$ cat src/rtl/sum_feeder_if.sv
// Handshake and result bundle between a host/responder and sum_feeder.
interface sum_feeder_if;
   logic       clear;
   logic       load_valid;
   logic [7:0] load_data;
   logic       load_ready;
   logic       start;
   logic       busy;
   logic       go_l;
   logic [7:0] inA;
   logic       done;
   logic [7:0] sum;
   logic [7:0] exp_sum;
   logic       match;
   logic       mismatch;
   logic       timeout;

   // host / responder side
   modport master (
      output clear, load_valid, load_data, start, done, sum,
      input  load_ready, busy, go_l, inA, exp_sum, match, mismatch, timeout
   );

   // feeder side
   modport slave (
      input  clear, load_valid, load_data, start, done, sum,
      output load_ready, busy, go_l, inA, exp_sum, match, mismatch, timeout
   );
endinterface

$ cat src/rtl/sum_feeder.sv
// Operand buffer that streams its contents to a summing responder after a
// go pulse, terminates the stream with 0, and checks the returned sum.
module sum_feeder #(
   parameter int DEPTH   = 8,
   parameter int TIMEOUT = 16
) (
   input  logic         clock,
   input  logic         reset,
   sum_feeder_if.slave  bus
);

   localparam int CW = $clog2(DEPTH + 1);
   localparam int IW = (DEPTH > 1) ? $clog2(DEPTH) : 1;
   localparam int TW = $clog2(TIMEOUT + 1);

   localparam logic [2:0] IDLE = 3'd0;
   localparam logic [2:0] GO   = 3'd1;
   localparam logic [2:0] SEND = 3'd2;
   localparam logic [2:0] TERM = 3'd3;
   localparam logic [2:0] WAIT = 3'd4;

   logic [2:0]    state_q, state_d;
   logic [CW-1:0] count_q, count_d;
   logic [CW-1:0] idx_q, idx_d;
   logic [TW-1:0] wcnt_q, wcnt_d;
   logic [7:0]    exp_sum_q, exp_sum_d;
   logic          match_q, match_d;
   logic          mismatch_q, mismatch_d;
   logic          timeout_q, timeout_d;
   logic [7:0]    mem_q [DEPTH];

   logic          load_ready;
   logic          load_xfer;
   logic          start_acc;
   logic          mem_we;

   assign load_ready = (state_q == IDLE) && (count_q < CW'(DEPTH)) && !bus.clear;
   assign load_xfer  = load_ready && bus.load_valid;
   // a load in the same cycle wins over start
   assign start_acc  = (state_q == IDLE) && bus.start && !bus.clear && !load_xfer;

   // next-state, buffer bookkeeping and result evaluation
   always_comb begin
      state_d    = state_q;
      count_d    = count_q;
      idx_d      = idx_q;
      wcnt_d     = wcnt_q;
      exp_sum_d  = exp_sum_q;
      match_d    = match_q;
      mismatch_d = mismatch_q;
      timeout_d  = timeout_q;
      mem_we     = 1'b0;
      case (state_q)
         IDLE: begin
            if (bus.clear) begin
               count_d = '0;
            end else if (load_xfer && (bus.load_data != 8'd0)) begin
               // zero is the terminator: accepted but never stored
               mem_we  = 1'b1;
               count_d = count_q + CW'(1);
            end
            if (start_acc) begin
               match_d    = 1'b0;
               mismatch_d = 1'b0;
               timeout_d  = 1'b0;
               exp_sum_d  = 8'd0;
               idx_d      = '0;
               state_d    = GO;
            end
         end
         GO: begin
            idx_d   = '0;
            state_d = (count_q == '0) ? TERM : SEND;
         end
         SEND: begin
            exp_sum_d = exp_sum_q + mem_q[idx_q[IW-1:0]];
            if (idx_q == count_q - CW'(1)) state_d = TERM;
            else                           idx_d   = idx_q + CW'(1);
         end
         TERM: begin
            wcnt_d  = '0;
            state_d = WAIT;
         end
         WAIT: begin
            if (bus.done) begin
               match_d    = (bus.sum == exp_sum_q);
               mismatch_d = (bus.sum != exp_sum_q);
               state_d    = IDLE;
            end else if (wcnt_q == TW'(TIMEOUT - 1)) begin
               timeout_d = 1'b1;
               state_d   = IDLE;
            end else begin
               wcnt_d = wcnt_q + TW'(1);
            end
         end
         default: state_d = IDLE;
      endcase
   end

   // control and result registers, reset has top priority
   always_ff @(posedge clock) begin
      if (reset) begin
         state_q    <= IDLE;
         count_q    <= '0;
         idx_q      <= '0;
         wcnt_q     <= '0;
         exp_sum_q  <= 8'd0;
         match_q    <= 1'b0;
         mismatch_q <= 1'b0;
         timeout_q  <= 1'b0;
      end else begin
         state_q    <= state_d;
         count_q    <= count_d;
         idx_q      <= idx_d;
         wcnt_q     <= wcnt_d;
         exp_sum_q  <= exp_sum_d;
         match_q    <= match_d;
         mismatch_q <= mismatch_d;
         timeout_q  <= timeout_d;
      end
   end

   // operand storage, contents kept across transactions for replay
   always_ff @(posedge clock) begin
      if (mem_we && !reset) mem_q[count_q[IW-1:0]] <= bus.load_data;
   end

   // stream output: operands only in SEND, zero elsewhere
   always_comb begin
      bus.inA = 8'd0;
      if (state_q == SEND) bus.inA = mem_q[idx_q[IW-1:0]];
   end

   assign bus.load_ready = load_ready;
   assign bus.busy       = (state_q != IDLE);
   assign bus.go_l       = (state_q != GO);
   assign bus.exp_sum    = exp_sum_q;
   assign bus.match      = match_q;
   assign bus.mismatch   = mismatch_q;
   assign bus.timeout    = timeout_q;

endmodule

$ cat src/flat_wrapper.sv
// flat-port wrapper written by rule: the top's interface ports become plain ports
module sum_feeder_flat 
#(
   parameter int DEPTH   = 8,
   parameter int TIMEOUT = 16
)
  (clock, reset, bus_clear, bus_load_valid, bus_load_data, bus_start, bus_done, bus_sum, bus_load_ready, bus_busy, bus_go_l, bus_inA, bus_exp_sum, bus_match, bus_mismatch, bus_timeout);
  sum_feeder_if bus_i ();
  input  logic clock;
  input  logic reset;
  input wire logic [$bits(bus_i.clear)-1:0] bus_clear;
  input wire logic [$bits(bus_i.load_valid)-1:0] bus_load_valid;
  input wire logic [$bits(bus_i.load_data)-1:0] bus_load_data;
  input wire logic [$bits(bus_i.start)-1:0] bus_start;
  input wire logic [$bits(bus_i.done)-1:0] bus_done;
  input wire logic [$bits(bus_i.sum)-1:0] bus_sum;
  output wire logic [$bits(bus_i.load_ready)-1:0] bus_load_ready;
  output wire logic [$bits(bus_i.busy)-1:0] bus_busy;
  output wire logic [$bits(bus_i.go_l)-1:0] bus_go_l;
  output wire logic [$bits(bus_i.inA)-1:0] bus_inA;
  output wire logic [$bits(bus_i.exp_sum)-1:0] bus_exp_sum;
  output wire logic [$bits(bus_i.match)-1:0] bus_match;
  output wire logic [$bits(bus_i.mismatch)-1:0] bus_mismatch;
  output wire logic [$bits(bus_i.timeout)-1:0] bus_timeout;
  assign bus_i.clear = bus_clear;
  assign bus_i.load_valid = bus_load_valid;
  assign bus_i.load_data = bus_load_data;
  assign bus_i.start = bus_start;
  assign bus_i.done = bus_done;
  assign bus_i.sum = bus_sum;
  assign bus_load_ready = bus_i.load_ready;
  assign bus_busy = bus_i.busy;
  assign bus_go_l = bus_i.go_l;
  assign bus_inA = bus_i.inA;
  assign bus_exp_sum = bus_i.exp_sum;
  assign bus_match = bus_i.match;
  assign bus_mismatch = bus_i.mismatch;
  assign bus_timeout = bus_i.timeout;
  sum_feeder #(.DEPTH(DEPTH), .TIMEOUT(TIMEOUT)) u_core (.clock(clock), .reset(reset), .bus(bus_i));
endmodule
$ cat config.mk
export PLATFORM = sky130hd
export DESIGN_NAME = sum_feeder_flat
export DESIGN_NICKNAME = d
export VERILOG_FILES = /design/src/rtl/sum_feeder_if.sv /design/src/rtl/sum_feeder.sv /design/src/flat_wrapper.sv
export SDC_FILE = /design/constraint.sdc
export NUM_CORES = 1
export LEC_CHECK = 0
export ABC_AREA = 1
export CAP_MARGIN = 10
export CORE_AREA = 2 2 126 128
export CTS_CLUSTER_SIZE = 20
export DETAILED_ROUTE_END_ITERATION = 16
export DIE_AREA = 0 0 128 130
export GPL_ROUTABILITY_DRIVEN = 0
export PLACE_DENSITY_LB_ADDON = 0.2
export RECOVER_POWER = 25
export SLEW_MARGIN = 0
export SYNTH_ARGS = -nofsm -noshare
export SYNTH_HDL_FRONTEND = slang
export SYNTH_SLANG_ARGS = --single-unit
$ cat constraint.sdc
create_clock -name clock -period 2.5 [get_ports clock]
set_input_delay 0.25 -clock clock [delete_from_list [all_inputs] [get_ports clock]]
set_output_delay 0.25 -clock clock [all_outputs]
set_load 0.01 [all_outputs]
==> flow_metrics.tcl <==
set metrics [dict create \
    dpl_cell_area_um2 5270 \
    clock-skew-final_ps 5.25 \
    arrival_ps 2130 \
    endpoint_kind "output port" \
    cts_buffers 9 \
    cts_sinks 94 \
    ant_nets 0 \
    cpMaxStageDelayCell "clkdlybuf4s50_1" \
    slew_viol_final 0 \
    ys_warn_count 0 \
    cts_max_path_buffers 2 \
    crit_fanout 32 \
    ios 44 \
    drive_above_1_share_pct 9.23 \
    grt_max_degree 33 \
    overflow 0 \
    synthesis.nets 514 \
    post-route-min-period_ps 2380 \
    synth_seq_area_share_pct 56.3 \
    rsz0062_at_grt "true" \
    ys_top_cells_by_area "edfxtp_1 (43%), dfxtp_1 (13%), nand2_1 (7.6%)" \
    clkSlewWorstSetupHoldPaths_ps 60 \
    track_usage_pct 13.9 \
    stdcell_area_um2 5550 \
    die_area_um2 16600 \
    seqPwrFrac_pct 37.6 \
    routedWlPerCell_um 14.9 \
    hold_viol 0 \
    ys_ff_latch 94 \
    worstMarginPinSlew_ps 841 \
    cts_htree_levels 3 \
    required_ps 2250 \
    vias 3469 \
    cts_tree "done" \
    nFillCells 1580 \
    p_leak_uw 0.00206 \
    drt_iter0_drc 198 \
    clock_latency_ps 340 \
    holdCritPathClass "flip-flop to flip-flop" \
    core_um2 15400 \
    first_pass_iters 4 \
    crit_type "flip-flop to output port" \
    max_freq_ghz 0.420 \
    syn_to_final_growth_pct 24.0 \
    die_h_um 130 \
    antennaDiodeCount 0 \
    clkPwrFrac_pct 26.9 \
    netlist_instances 478 \
    synth_ff_type "edfxtp_1" \
    vias_per_cell 4.73 \
    row_count 46 \
    crit_path_cell_trace "inv_1, buf_12, nor2_1, o22ai_1, nand2_1, a21oi_1, clkdlybuf4s50_1" \
    cp_slowest_stage_delay_ps 600 \
    synth_edf_count 64 \
    ys_types 37 \
    syn_area_um2 4480 \
    fin_util_pct 36.0 \
    yosys.area.top_type "edfxtp_1" \
    p_sw_uw 1730 \
    relSlewSlack_pct 43.7 \
    multi_input_area_um2 1730 \
    combPwrFrac_pct 35.5 \
    grt_first_pass_wirelength_mm 17.5 \
    tns_ps 0 \
    setup_violations 0 \
    start_kind "flip-flop" \
    regArea_um2 2520 \
    first_global_vias 3316 \
    post-route-period-util_pct 95.2 \
    die_x_um 128 \
    yosysTopAreaCellShare_pct 42.9 \
    ys_async_sr_fraction_pct 0 \
    nets 574 \
    initial_core_util_pct 29.0 \
    antenna_found_initial 0 \
    drc 0 \
    outcome "finished clean" \
    swShare_pct 34.8 \
    maxCapViolations 0 \
    cell_internal_pwr_uw 3250 \
    power.density_nw_per_um2 898 \
    root_buffer "clkbuf_16" \
    wirelength_mm 11.0 \
    cts_hold_buf 0 \
    dpl.hpwl_mm 7.92 \
    ir_drop_v 0.000392 \
    syn_avg_cell_area_um2 9.37 \
    port_buffers 43 \
]
==> registers in the layout (all words and copies together) (netlist names), named ones only <==
register,flops
u_core.bus.exp_sum,8
u_core.bus.match,1
u_core.bus.mismatch,1
u_core.bus.timeout,1
u_core.count_q,4
u_core.idx_q,4
u_core.mem_q,64
u_core.state_q,3
u_core.wcnt_q,5
==> cell usage in the layout, fill, tap and decap left out, drive strengths merged <==
cell type,n
fa,1
dfxtp,30
clkbuf,15
o21ai,37
o22ai,15
dlygate4sd3,7
nor3,13
bufinv,1
buf,15
nand3b,2
nor4,2
nand3,24
xnor2,6
clkdlybuf4s50,36
o21bai,1
o2111ai,1
nand2,96
clkinvlp,2
xor2,8
clkinv,2
a21oi,31
nand4,7
ha,13
edfxtp,64
a31oi,1
inv,44
a21o,1
or2,3
nor2,64
==> synth_stat cells, drive strengths merged, types with 2 or more instances <==
library cell,n
nand2,96
inv,43
nor2,64
o22ai,15
nand4,7
clkbuf,4
or2,3
ha,13
xnor2,6
nor4,2
a21oi,31
nand3b,2
dfxtp,30
buf,10
nand3,24
edfxtp,64
nor3,13
o21ai,37
xor2,8
==> path summary, 6_finish.rpt <==
path	from	endpoint	slack, ps	cells after the start
max reg2reg	flip-flop	u_core.bus.exp_sum[6]	220	14
max	flip-flop	bus_inA[1]	120	7
min	u_core.bus.timeout	u_core.bus.timeout	460	2
min reg2reg	u_core.bus.timeout	u_core.bus.timeout	460	2
==> cell families (layout without fill, tap and decap cells) <==
group	Yosys count	count (layout)	share of synthesized area (%)
xor gates and xnor gates	14	14	2.74
AOI/OAI and AO/OA	87	87	10.4
adders and majority gates	14	14	4.08
DFF	94	94	56.3
and+or+nand+nor	211	211	21.2
buffers and inverters	58	122	5.33
==> worst max-delay path: cells and delay by family, from the launching register on <==
| family | cells | cell delay (ps) |
|---|---|---|
| and+or+nand+nor | 2 | 170 |
| DFF | 1 | 320 |
| buffers and inverters | 3 | 880 |
| AOI/OAI and AO/OA | 2 | 410 |
==> routing by layer <==
metal  global-route usage, %  routed length, µm  share of wire [%]  vias up
met1                    18.1               5050                 46     1653
met4                    5.37                204                1.9        0
met3                    2.26                277                2.5       14
met5                       0                  0                  0        -
li1                        -                  -                  -     1755
met2                    23.4               5420                 49       47
==> area by class of cell <==
| type | count | area share [%] |
|---|---|---|
| timing repair buffer | 63 | 10.9 |
| clock buffer | 10 | 4.12 |
| inverter | 44 | 3.00 |
| sequential | 94 | 45.4 |
| clock inverter | 5 | 1.06 |
| multi-input combinational | 326 | 31.2 |
| tap | 192 | 4.33 |
==> timing repair <==
item / 4_1_cts / 5_1_grt
setup endpoints to repair: 0 / 5
gates resized for setup: 0 / 5
buffers inserted: 0 / 0
endpoints found under the hold margin: 0 / 0
==> stage by stage <==
step | hold slack, ps | cells | total power, µW | worst slack [ps]
detailed placement | 453 | 719 | 3670 | 52.0
floorplan | 349 | 478 | 3010 | 246
global placement | 441 | 719 | 3660 | 71.6
finish | 460 | 734 | 4990 | 121
global route | 483 | 734 | 5340 | -23.5
CTS | 464 | 734 | 5020 | 93.7
==> power groups by stage <==
stage / Combinational (µW) / Sequential, µW / Clock, µW
after detailed placement: 1760 / 1910 / 0
final: 1770 / 1880 / 1340
after global placement: 1750 / 1910 / 0
after CTS: 1770 / 1880 / 1380
after global routing: 2000 / 1890 / 1440
after floorplan: 1100 / 1910 / 0
Note: power is estimated with default switching activity, not from simulation.
